$ cat config.mk
export PLATFORM = sky130hd
export DESIGN_NAME = des_align_fifo
export DESIGN_NICKNAME = d
export VERILOG_FILES = /design/src/rtl/des_pkg.sv /design/src/rtl/des_sync_fifo.sv /design/src/rtl/des_align_fifo.sv
export SDC_FILE = /design/constraint.sdc
export NUM_CORES = 1
export LEC_CHECK = 0
export BUFFER_PORTS_ARGS = -buffer_cell sky130_fd_sc_hd__buf_2
export CAP_MARGIN = 20
export CORE_UTILIZATION = 34
export CTS_BUF_LIST = sky130_fd_sc_hd__clkbuf_16
export DETAILED_ROUTE_END_ITERATION = 10
export SLEW_MARGIN = 30
export SYNTH_ARGS = -nofsm -noshare
export SYNTH_HDL_FRONTEND = slang
export SYNTH_SLANG_ARGS = --single-unit
export TNS_END_PERCENT = 100
$ cat constraint.sdc
create_clock -name clk -period 7.7 [get_ports clk]
set_input_delay 1.155 -clock clk [delete_from_list [all_inputs] [get_ports clk]]
set_output_delay 1.155 -clock clk [all_outputs]
set_load 0.005 [all_outputs]
$ cat src/rtl/des_pkg.sv
// Shared types and default parameters for the serial deserializer with sync-word alignment.
// Latency: none (types and constants only).
// Backpressure: not applicable.
package des_pkg;

    typedef enum logic [1:0] {
        HUNT   = 2'd0,
        VERIFY = 2'd1,
        LOCKED = 2'd2
    } des_state_t;

    localparam int          DES_W         = 8;
    localparam logic [7:0]  DES_SYNC_WORD = 8'hBC;
    localparam int          DES_LOCK_CNT  = 3;
    localparam int          DES_DEPTH     = 4;

endpackage

$ cat src/rtl/des_sync_fifo.sv
// Generic show-ahead synchronous FIFO with flush; the head word is visible on rdata whenever not empty.
// Latency: a word written at edge N is on rdata from edge N onward.
// Backpressure: a push when full is accepted only together with a pop; otherwise the caller must hold off.
module des_sync_fifo #(
    parameter int W     = 8,
    parameter int DEPTH = 4
) (
    input  logic                     clk,
    input  logic                     rst_n,
    input  logic                     flush,
    input  logic                     push,
    input  logic [W-1:0]             wdata,
    input  logic                     pop,
    output logic [W-1:0]             rdata,
    output logic                     full,
    output logic                     empty,
    output logic [$clog2(DEPTH):0]   level
);

    localparam int AW = $clog2(DEPTH);

    logic [W-1:0] mem [DEPTH];
    logic [AW:0]  wr_ptr;
    logic [AW:0]  rd_ptr;
    logic         do_push;
    logic         do_pop;

    assign empty   = (wr_ptr == rd_ptr);
    assign full    = (wr_ptr[AW] != rd_ptr[AW]) && (wr_ptr[AW-1:0] == rd_ptr[AW-1:0]);
    assign level   = wr_ptr - rd_ptr;
    assign do_pop  = pop && !empty;
    // Full plus a simultaneous pop frees the slot being written this edge.
    assign do_push = push && (!full || do_pop);

    // Gated so the output reads zero rather than stale storage while empty.
    assign rdata = empty ? '0 : mem[rd_ptr[AW-1:0]];

    always_ff @(posedge clk or negedge rst_n) begin
        if (!rst_n) begin
            wr_ptr <= '0;
            rd_ptr <= '0;
        end else if (flush) begin
            wr_ptr <= '0;
            rd_ptr <= '0;
        end else begin
            if (do_push) wr_ptr <= wr_ptr + 1'b1;
            if (do_pop)  rd_ptr <= rd_ptr + 1'b1;
        end
    end

    always_ff @(posedge clk) begin
        if (do_push && !flush) mem[wr_ptr[AW-1:0]] <= wdata;
    end

endmodule

$ cat src/rtl/des_align_fifo.sv
// Serial deserializer: hunts for SYNC_WORD at any bit offset, locks after LOCK_CNT aligned syncs, queues data words.
// Latency: a word is on out_data the cycle after its last bit is sampled.
// Backpressure: out_valid/out_ready; words arriving while the FIFO is full and not popping are dropped and flag overflow.
module des_align_fifo
    import des_pkg::*;
#(
    parameter int           W         = DES_W,
    parameter logic [W-1:0] SYNC_WORD = W'(DES_SYNC_WORD),
    parameter int           LOCK_CNT  = DES_LOCK_CNT,
    parameter int           DEPTH     = DES_DEPTH
) (
    input  logic                     clk,
    input  logic                     rst_n,
    input  logic                     in_data,
    input  logic                     in_en,
    input  logic                     resync,
    output logic [W-1:0]             out_data,
    output logic                     out_valid,
    input  logic                     out_ready,
    output logic                     locked,
    output logic                     overflow,
    output logic [$clog2(DEPTH):0]   level
);

    localparam int BW = (W > 2) ? $clog2(W) : 1;
    localparam int HW = $clog2(LOCK_CNT + 1);

    des_state_t     state, state_nxt;
    logic [W-1:0]   sr, sr_nxt;
    logic [BW-1:0]  bitcnt, bitcnt_nxt;
    logic [HW-1:0]  hits, hits_nxt;
    logic [HW-1:0]  hits_inc;
    logic           boundary;
    logic           is_sync;
    logic           push_req;
    logic           fifo_full;
    logic           fifo_empty;
    logic           pop;

    assign hits_inc  = hits + 1'b1;
    assign out_valid = !fifo_empty;
    assign pop       = out_valid && out_ready;

    always_comb begin
        sr_nxt     = in_en ? {sr[W-2:0], in_data} : sr;
        boundary   = in_en && (bitcnt == BW'(W - 1));
        is_sync    = (sr_nxt == SYNC_WORD);
        state_nxt  = state;
        hits_nxt   = hits;
        push_req   = 1'b0;
        bitcnt_nxt = bitcnt;
        if (in_en) bitcnt_nxt = boundary ? '0 : bitcnt + 1'b1;

        unique case (state)
            HUNT: begin
                // Every sampled bit is a candidate alignment point.
                if (in_en && is_sync) begin
                    bitcnt_nxt = '0;
                    hits_nxt   = HW'(1);
                    state_nxt  = (LOCK_CNT == 1) ? LOCKED : VERIFY;
                end
            end
            VERIFY: begin
                if (boundary) begin
                    if (is_sync) begin
                        hits_nxt = hits_inc;
                        if (hits_inc == HW'(LOCK_CNT)) state_nxt = LOCKED;
                    end else begin
                        hits_nxt  = '0;
                        state_nxt = HUNT;
                    end
                end
            end
            LOCKED: begin
                // Sync words in the data stream are keep-alives, never payload.
                if (boundary && !is_sync) push_req = 1'b1;
            end
            default: state_nxt = HUNT;
        endcase

        if (resync) begin
            sr_nxt     = '0;
            bitcnt_nxt = '0;
            hits_nxt   = '0;
            state_nxt  = HUNT;
            push_req   = 1'b0;
        end
    end

    always_ff @(posedge clk or negedge rst_n) begin
        if (!rst_n) begin
            state    <= HUNT;
            sr       <= '0;
            bitcnt   <= '0;
            hits     <= '0;
            locked   <= 1'b0;
            overflow <= 1'b0;
        end else begin
            state    <= state_nxt;
            sr       <= sr_nxt;
            bitcnt   <= bitcnt_nxt;
            hits     <= hits_nxt;
            locked   <= (state_nxt == LOCKED);
            if (resync)
                overflow <= 1'b0;
            else if (push_req && fifo_full && !pop)
                overflow <= 1'b1;
        end
    end

    des_sync_fifo #(
        .W     (W),
        .DEPTH (DEPTH)
    ) u_fifo (
        .clk   (clk),
        .rst_n (rst_n),
        .flush (resync),
        .push  (push_req),
        .wdata (sr_nxt),
        .pop   (pop),
        .rdata (out_data),
        .full  (fifo_full),
        .empty (fifo_empty),
        .level (level)
    );

endmodule

* After elaboration in Yosys (flattened, before gate mapping)
Memory sizes are Yosys's and may differ from the RTL's. Index checks and enable logic that the tools add are counted.
Word-level totals: output and inout port bits 14, flip-flop bits (word level) 23, RAM bits 32, memories 1
Operators by class: $add $sub $neg 5, mux-type cells 30, reductions and logical operators 22, equality and inequality tests 11
Memories:
- u_fifo.mem | depth 4, width 8, rd ports 1, clocked after Yosys merged registers in 0, write ports 1, RTL line des_sync_fifo.sv:22 | logic [W-1:0] mem [DEPTH];
Operators by type and width (number):
- $mux W3 | 9
- $mux W8 | 3
- $mux W2 | 9
- $logic_and A1 B1 Y1 | 10
- $add A3 B1 Y3 const B | 3
- $eq A8 B8 Y1 const B | 1
- $mux W1 | 7
- $eq A2 B2 Y1 const B | 3
- $ne A3 B3 Y1 const B | 2
- $pmux W2 S3 | 1
- $reduce_bool A2 Y1 | 3
- $logic_not A1 Y1 | 5
- $pmux W2 S2 | 1
- $eq A3 B3 Y1 | 1
- $eq A3 B3 Y1 const B | 1
- $reduce_and A3 Y1 | 1
- $reduce_bool A3 Y1 | 1
- $sub A3 B3 Y3 | 1
- $add A2 B1 Y2 const B | 1
- $eq A2 B1 Y1 const B | 1
- $eq A2 B2 Y1 | 1
- $logic_not A2 Y1 | 1
- $logic_or A1 B1 Y1 | 1
- $ne A1 B1 Y1 | 1

* Logic depth before layout (Yosys ltp)
Gate-level depths: netlist of the first run.
depth after elaboration 11, mapped depth 7

* Cells and area by module
Synthesis of the first run repeated with hierarchy kept, for this count alone.
Second synthesis, totals: cells, all modules 189, area total of the unflattened synthesis 2585.0 µm²
By module, submodules not included:
- des_sync_fifo | instances 1, cells each 105, area an instance 1726.7 µm²
- des_align_fifo | instances 1, cells each 84, area an instance 858.3 µm²

* Worst setup path before layout of the first run
Ideal clock, no wire load.
path type in2reg, start in in_en, end mem u_fifo.mem[0][0], enable pin, buffers on the path 1, cell stages on the path 5, slack 4446 ps, data arrival time 2856 ps, required time 7302 ps, cells stage by stage buf_6 -> and4b_4 -> o221ai_2 -> nand2_1 -> nor4b_1
Between the ends: longest elaborated chain between the ends 11, elaborated cells between the ends (all ways) 12
RTL lines:
- start, declared | RTL line des_align_fifo.sv:15 | input logic in_en,
- $mux W8 | RTL line des_align_fifo.sv:45 | sr_nxt = in_en ? {sr[W-2:0], in_data} : sr;
- $eq A8 B8 Y1 | RTL line des_align_fifo.sv:47 | is_sync = (sr_nxt == SYNC_WORD);
- $logic_not A1 Y1 | RTL line des_align_fifo.sv:76 | if (boundary && !is_sync) push_req = 1'b1;
- $logic_and A1 B1 Y1 * | RTL line des_align_fifo.sv:76
- $mux W1 * | RTL line des_align_fifo.sv:76
- $mux W1 * | RTL line des_align_fifo.sv:54 | unique case (state)
- $mux W1 * | RTL line des_align_fifo.sv:81 | if (resync) begin
- $logic_and A1 B1 Y1 * | RTL line des_sync_fifo.sv:33 | assign do_push = push && (!full || do_pop);
- $logic_and A1 B1 Y1 * | RTL line des_sync_fifo.sv:52 | if (do_push && !flush) mem[wr_ptr[AW-1:0]] <= wdata;
- $mux W1 * | RTL line des_sync_fifo.sv:52
- $mux W1 (not written as such) * | RTL line des_sync_fifo.sv:52
- end, declared | RTL line des_sync_fifo.sv:22
Every way passes the cells marked *; elsewhere a longest branch is shown, timed or not.

* Worst setup path in the final report of the first run
start reg u_fifo.rd_ptr[1], end out out_data[1]
Between the ends: longest elaborated chain between the ends 2, elaborated cells between the ends (all ways) 3
RTL lines:
- start, declared | RTL line des_sync_fifo.sv:24 | logic [AW:0] rd_ptr;
- start signal, assigned | RTL line des_sync_fifo.sv:47 | if (do_pop) rd_ptr <= rd_ptr + 1'b1;
- $mem_v2 Z4 W8 or $eq A3 B3 Y1 (tied branches)
- $mux W8 * | RTL line des_sync_fifo.sv:36 | assign rdata = empty ? '0 : mem[rd_ptr[AW-1:0]];
- end, declared | RTL line des_align_fifo.sv:17 | output logic [W-1:0] out_data,
Marked as above.

==> impl_metrics.env, run 1 <==
export IMPL_final_area_um2=2940
export IMPL_tns_ns=0
export IMPL_ys_seq_area_share_pct=59.84
export IMPL_fillers=705
export IMPL_post_cts_repair_setup_buffers=0
export IMPL_htree_levels=2
export IMPL_start_util_pct=35.21
export IMPL_required_ns=6.55
export IMPL_firstDrtPassIters=4
export IMPL_hp_class="flip-flop to flip-flop"
export IMPL_place_hpwl_um=3334
export IMPL_crit_arrival_ns=2.26
export IMPL_endpoint_kind="primary output"
export IMPL_clock_path_buffers=2
export IMPL_start_kind="flip-flop"
export IMPL_synth_area_per_cell_um2=13.95
export IMPL_placed_cell_area_um2=2795
export IMPL_cts_made_buffers=5
export IMPL_setup_slack_ns=4.280
export IMPL_r2r_start="u_fifo.rd_ptr[1]"
export IMPL_grt_usage_pct=12.95
export IMPL_worstHoldStart="hits[0]"
export IMPL_syn_area_um2=2567
export IMPL_hold_viol=0
export IMPL_yosys_top_cells_area="edfxtp_1, dfrtp_1, mux4_2"
export IMPL_rsz0062_at_grt="false"
export IMPL_grtUsageMet1_pct=17.43
export IMPL_area_delta_synth_final_pct=14.52
export IMPL_muxShareOfSynthArea_pct=11.35
export IMPL_numPortBuffers=19
export IMPL_syn_inst=184
export IMPL_synth_top_area_cell="edfxtp_1"
export IMPL_finalNonFillerCells=305
export IMPL_remaining_drc_errors=0
export IMPL_worst_slew_pin_slew_ns=0.9784
export IMPL_synthSimpleGateAreaFrac_pct=13.74
export IMPL_min_to="hits[0]"
export IMPL_drt_iter0_drc=50
export IMPL_p_leak_nw=1.233
export IMPL_vias_per_cell=4.918
export IMPL_root_buffer="clkbuf_16"
export IMPL_drv_slew=0
export IMPL_setup_viol=0
export IMPL_cts_clk_slew_worst_paths_ns=0.07
export IMPL_die_w_um=88.90
export IMPL_yosys_area_share_adder_pct=5.653
export IMPL_met3_usage_pct=3.139
export IMPL_core_area_um2=7292
export IMPL_synth_top_family_by_area="simple AND/OR/NAND/NOR gates"
export IMPL_die_h_um=88.90
export IMPL_layout_min_cycle_time_ns=3.420
export IMPL_postRouteAntennaNets=0
export IMPL_utilization_pct=40.32
export IMPL_worst_skew_pair_late_latency_ns=0.29
export IMPL_run_status="finished clean"
export IMPL_antenna_cells=0
export IMPL_synthXorXnorAreaFrac_pct=1.706
export IMPL_num_vias=1500
export IMPL_rr_worst_depth=6
export IMPL_postCtsHoldBufs=0
export IMPL_grt_use_met2_pct=20.77
export IMPL_fin_crit_sh_pct=44.41
export IMPL_gr_total_overflow=0
export IMPL_final_nets=222
export IMPL_cellPowerDensity_nw_per_um2=185.9
export IMPL_hold_depth=2
export IMPL_maxCapViolations=0
export IMPL_post_drt_wl_per_cell_um=15.15
export IMPL_fin_skew_ns=0.005474
export IMPL_num_rows=31
export IMPL_ys_warnings_count=0
export IMPL_ys_types=38
export IMPL_cts_resized=0
export IMPL_dp_slack_ns=4.129
export IMPL_grt_pass1_wl_um=7500
export IMPL_ir_worst_vdd_mv=0.08517
export IMPL_r2r_end="u_fifo.mem[2][6]"
export IMPL_synth_net_count=201
export IMPL_placed_cells=297
export IMPL_cts_sinks=55
export IMPL_fmax_mhz=292.4
export IMPL_synth_top_cell_area_share_pct=37.43
export IMPL_fp_dieArea_um2=7903
export IMPL_io_pins=20
export IMPL_grt_pass1_vias=1416
export IMPL_slew_headroom_pct=34.27
export IMPL_cp_max_fo=12
export IMPL_ys_ff_latch=55
export IMPL_cts_tree="yes"
export IMPL_grt_max_degree=29
export IMPL_reg2reg_setup_slack_ns=5.05
export IMPL_gp_congestion=0.7009
export IMPL_path_class="flip-flop to primary output"
export IMPL_top_usage_layer="met2"
export IMPL_synth_compound_area_share_pct=5.117
export IMPL_antenna_found_initial=0
export IMPL_finalWirelength_um=4621
export IMPL_drive_gt1_share_pct=21.36
power by group:
| part | switching, W | leakage [nW] | internal (W) |
|---|---|---|---|
| registers | 0.00000117 | 0.638 | 0.000312 |
| clock network | 0.0000988 | 0.0716 | 0.000121 |
| logic | 0.0000101 | 0.523 | 0.00000434 |
| total | 0.000110 | 1.23 | 0.000436 |
cell families (layout without fill, tap and decap cells):
group,count (synthesis),after routing
muxes,19,19
DFF,55,55
buffers and inverters,15,37
and+or+nand+nor,60,60
adders and majority gates,11,11
xor gates and xnor gates,5,5
AOI/OAI and AO/OA,19,19
state kept, by name, indices dropped and copies added, names as in the netlist:
| signal | count |
|---|---|
| u_fifo.mem | 32 |
| sr | 8 |
| u_fifo.rd_ptr | 3 |
| u_fifo.wr_ptr | 3 |
| bitcnt | 3 |
| locked | 1 |
| hits | 2 |
| state | 2 |
| overflow | 1 |
how the worst max path moves through the flow:
stage / from / endpoint / slack, ns / depth (start not counted)
2_1_floorplan: in_en / u_fifo.mem[0][0] / 4.45 / 5
3_3_place_gp: in_en / u_fifo.mem[0][3] / 4.07 / 5
3_5_place_dp: in_en / u_fifo.mem[3][7] / 4.13 / 6
4_1_cts: u_fifo.rd_ptr[1] / out_data[1] / 4.19 / 6
5_1_grt: u_fifo.rd_ptr[1] / out_data[2] / 4.00 / 6
6_report: u_fifo.rd_ptr[1] / out_data[1] / 4.28 / 6
layout by cell type (no fill, tap or decap), types with 2 or more instances in the layout:
cell type and count:
edfxtp_1 32, dfrtp_1 23, buf_2 19, nor2_1 18
nor2b_1 11, mux2i_1 10, ha_1 10, inv_1 9
a21oi_1 9, mux4_2 8, nand2_1 7, clkbuf_16 5
nor3_1 4, nand2b_1 3, o21ai_0 3, xor2_1 3
and3b_1 2, or4_1 2, xnor2_1 2, nor4b_4 2
o211ai_1 2, o31ai_1 2, buf_4 2
stage by stage:
stage	total power, W	hold slack (ns)
2_1_floorplan	0.0003278	0.4860
3_3_place_gp	0.0003331	0.5071
3_5_place_dp	0.0003338	0.5088
4_1_cts	0.0005540	0.5228
5_1_grt	0.0005670	0.5299
6_report	0.0005465	0.5204
layer usage:
| layer | part of all wire [%] | vias to the layer above |
|---|---|---|
| met5 | 0 | - |
| met4 | 0.91 | 0 |
| met3 | 2.9 | 7 |
| met2 | 48 | 26 |
| met1 | 48 | 744 |
| li1 | - | 723 |
cell type report:
| class | instances | area (µm²) | area share (%) |
|---|---|---|---|
| clock buffers | 5 | 125.1 | 4.255 |
| clock inverters | 3 | 20.02 | 0.6809 |
| inverters | 8 | 30.03 | 1.021 |
| multi-input cells | 114 | 994.7 | 33.83 |
| flip-flops and latches | 55 | 1536 | 52.26 |
| well taps | 99 | 123.9 | 4.213 |
| repair buffers | 21 | 110.1 | 3.745 |
synth_stat cells:
library cell,count
a21oi_1,9
a31oi_1,1
and3b_1,2
and4b_1,1
and4b_4,1
and4bb_2,1
buf_2,2
buf_6,1
clkbuf_1,4
dfrtp_1,23
edfxtp_1,32
fa_1,1
ha_1,10
inv_1,8
mux2_1,1
mux2i_1,10
mux4_2,8
nand2_1,7
nand2b_1,3
nand3_1,1
nand4b_1,1
nor2_1,18
nor2b_1,11
nor3_1,4
nor3b_2,1
nor4_1,1
nor4b_1,3
o211ai_1,2
o21ai_0,3
o221a_4,1
o221ai_2,1
o31ai_1,2
or3_1,1
or3b_1,1
or3b_2,1
or4_1,2
xnor2_1,2
xor2_1,3
critical path, cell delays in order (launching register included):
cell and delay (ns):
dfrtp_1 0.69, inv_1 0.09, ha_1 0.29, nand2_1 0.11
nor2_1 0.54, nor2b_1 0.10, buf_2 0.15
Note: power is estimated with default switching activity, not from simulation.
==> run 2, diff against run 1 <==
==> constraint.sdc (replaced) <==
create_clock -name clk -period 3.3 [get_ports clk]
set_input_delay 0.495 -clock clk [delete_from_list [all_inputs] [get_ports clk]]
set_output_delay 0.495 -clock clk [all_outputs]
set_load 0.005 [all_outputs]
==> run 2 against run 1 <==
Compared with the run above:
- clock skew is essentially flat
- sequential power is 130% higher
- sequential cell count did not move
- routed wire length shrank 0.71%
- worst hold slack lost 0.34 ns
- cell count increased by 0.98%
- sequential share of layout area decreased by 0.22 points
- non-clock buffer count up 3
- highest routed layer unchanged
==> impl_metrics.env, run 2 (synthesis gave the netlist of run 1 again) <==
export IMPL_htree_levels=2
export IMPL_layout_commonest_cell="edfxtp_1"
export IMPL_cts_resized=0
export IMPL_die_h_um=88.90
export IMPL_seqPwrFrac_pct=56.0
export IMPL_remaining_drc_errors=0
export IMPL_drt_iter0_drc=80
export IMPL_grt_pass1_wl_um=7341
export IMPL_placed_cells=300
export IMPL_rsz0062_at_grt="false"
export IMPL_ir_worst_vdd_mv=0.1929
export IMPL_numPortBuffers=19
export IMPL_fin_skew_ns=0.005771
export IMPL_gp_congestion=0.7353
export IMPL_drv_slew=0
export IMPL_endpoint_kind="primary output"
export IMPL_io_pins=20
export IMPL_postCtsHoldBufs=0
export IMPL_finalWirelength_um=4588
export IMPL_gr_total_overflow=0
export IMPL_p_leak_nw=1.228
export IMPL_die_w_um=88.90
export IMPL_cts_sinks=55
export IMPL_area_delta_synth_final_pct=15.01
export IMPL_fin_crit_sh_pct=85.34
export IMPL_grt_max_degree=29
export IMPL_fmax_mhz=355.1
export IMPL_start_util_pct=35.21
export IMPL_drive_gt1_share_pct=22.97
export IMPL_firstDrtPassIters=4
export IMPL_tns_ns=0
export IMPL_post_drt_wl_per_cell_um=14.90
export IMPL_hold_viol=0
export IMPL_core_area_um2=7292
export IMPL_finalNonFillerCells=308
export IMPL_grt_pass1_vias=1394
export IMPL_layout_common_cells="edfxtp_1, dfrtp_1, buf_2, nor2_1, nor2b_1"
export IMPL_required_ns=2.80
export IMPL_crit_arrival_ns=2.32
export IMPL_cts_clk_slew_worst_paths_ns=0.07
export IMPL_worst_skew_pair_late_latency_ns=0.29
export IMPL_vias_per_cell=4.867
export IMPL_postRouteAntennaNets=0
export IMPL_largest_reg_flops=32
export IMPL_grt_usage_pct=12.92
export IMPL_cellPowerDensity_nw_per_um2=441.1
export IMPL_path_class="flip-flop to primary output"
export IMPL_maxCapViolations=0
export IMPL_setup_viol=0
export IMPL_clock_path_buffers=2
export IMPL_num_rows=31
export IMPL_post_cts_repair_setup_buffers=0
export IMPL_layout_min_cycle_time_ns=2.816
export IMPL_pwr_share_clk_pct=41.5
export IMPL_finalPower_w=0.001302
export IMPL_hp_class="input port to async pin"
export IMPL_final_area_um2=2953
export IMPL_pwr_share_comb_pct=2.5
export IMPL_final_nets=225
export IMPL_placed_cell_area_um2=2800
export IMPL_utilization_pct=40.49
export IMPL_cp_max_fo=11
export IMPL_place_hpwl_um=3058
export IMPL_slew_headroom_pct=48.03
export IMPL_p_int_w=0.001025
export IMPL_antenna_cells=0
export IMPL_switching_power_w=0.0002776
export IMPL_antenna_found_initial=0
export IMPL_cts_tree="yes"
export IMPL_start_kind="flip-flop"
export IMPL_run_status="finished clean"
export IMPL_swShare_pct=21.31
export IMPL_root_buffer="clkbuf_16"
export IMPL_fp_dieArea_um2=7903
export IMPL_num_vias=1499
export IMPL_cts_made_buffers=5
export IMPL_worst_slew_pin_slew_ns=0.7767
## run 2: cell count changes in the layout (fill, tap and decap cells not counted), sizes merged
cell / delta
clkinv: +1
buf: +3
inv: -1
## run 2: through the flow
stage	hold WS, ns	setup WS (ns)
after floorplan	0.1994	0.6200
after global placement	0.5102	0.7374
after detailed placement	0.4992	0.7180
after CTS	0.2021	0.3955
after global routing	0.2199	0.2015
final	0.1757	0.4839
## run 2: routing by layer
metal	vias to the layer above	global-route usage [%]	part of all wire, %
li1	730	-	-
met1	741	18.31	48
met2	23	19.58	48
met3	5	3.324	2.8
met5	-	0	0
met4	0	3.959	1.0
## run 2: layout make-up
| class | instances | area [µm²] |
|---|---|---|
| sequential | 55 | 1536 |
| multi-input combinational | 114 | 977.2 |
| inverter | 8 | 30.03 |
| tap | 99 | 123.9 |
| clock buffer | 5 | 125.1 |
| timing repair buffer | 24 | 132.6 |
| clock inverter | 3 | 27.53 |
| fill | 740 | 4339 |
## run 2: power groups by stage
stage / registers, W / clock network, W / logic [W]
global route: 0.000730 / 0.000577 / 0.0000383
global placement: 0.000744 / 0 / 0.0000334
detailed placement: 0.000744 / 0 / 0.0000338
floorplan: 0.000743 / 0 / 0.0000216
CTS: 0.000729 / 0.000552 / 0.0000339
finish: 0.000729 / 0.000540 / 0.0000329
## run 2: final timing paths
path,start,slack [ns],to,cells past startpoint
worst max register to register,u_fifo.rd_ptr[0],0.98,u_fifo.mem[2][0],5
worst min register to register,hits[0],0.53,hits[0],2
max in group asynchronous,rst_n,2.76,u_fifo.wr_ptr[2],1
min in group clk,hits[0],0.53,hits[0],2
worst max-delay path,u_fifo.rd_ptr[0],0.48,out_data[1],5
worst min-delay path,rst_n,0.18,bitcnt[0],1
## run 2: worst max-delay path: stages, from the launching register on
cell and delay [ns]:
dfrtp_1 0.61, ha_1 0.43, nand2_1 0.11, nor2_1 0.61
nor2b_1 0.10, buf_2 0.16
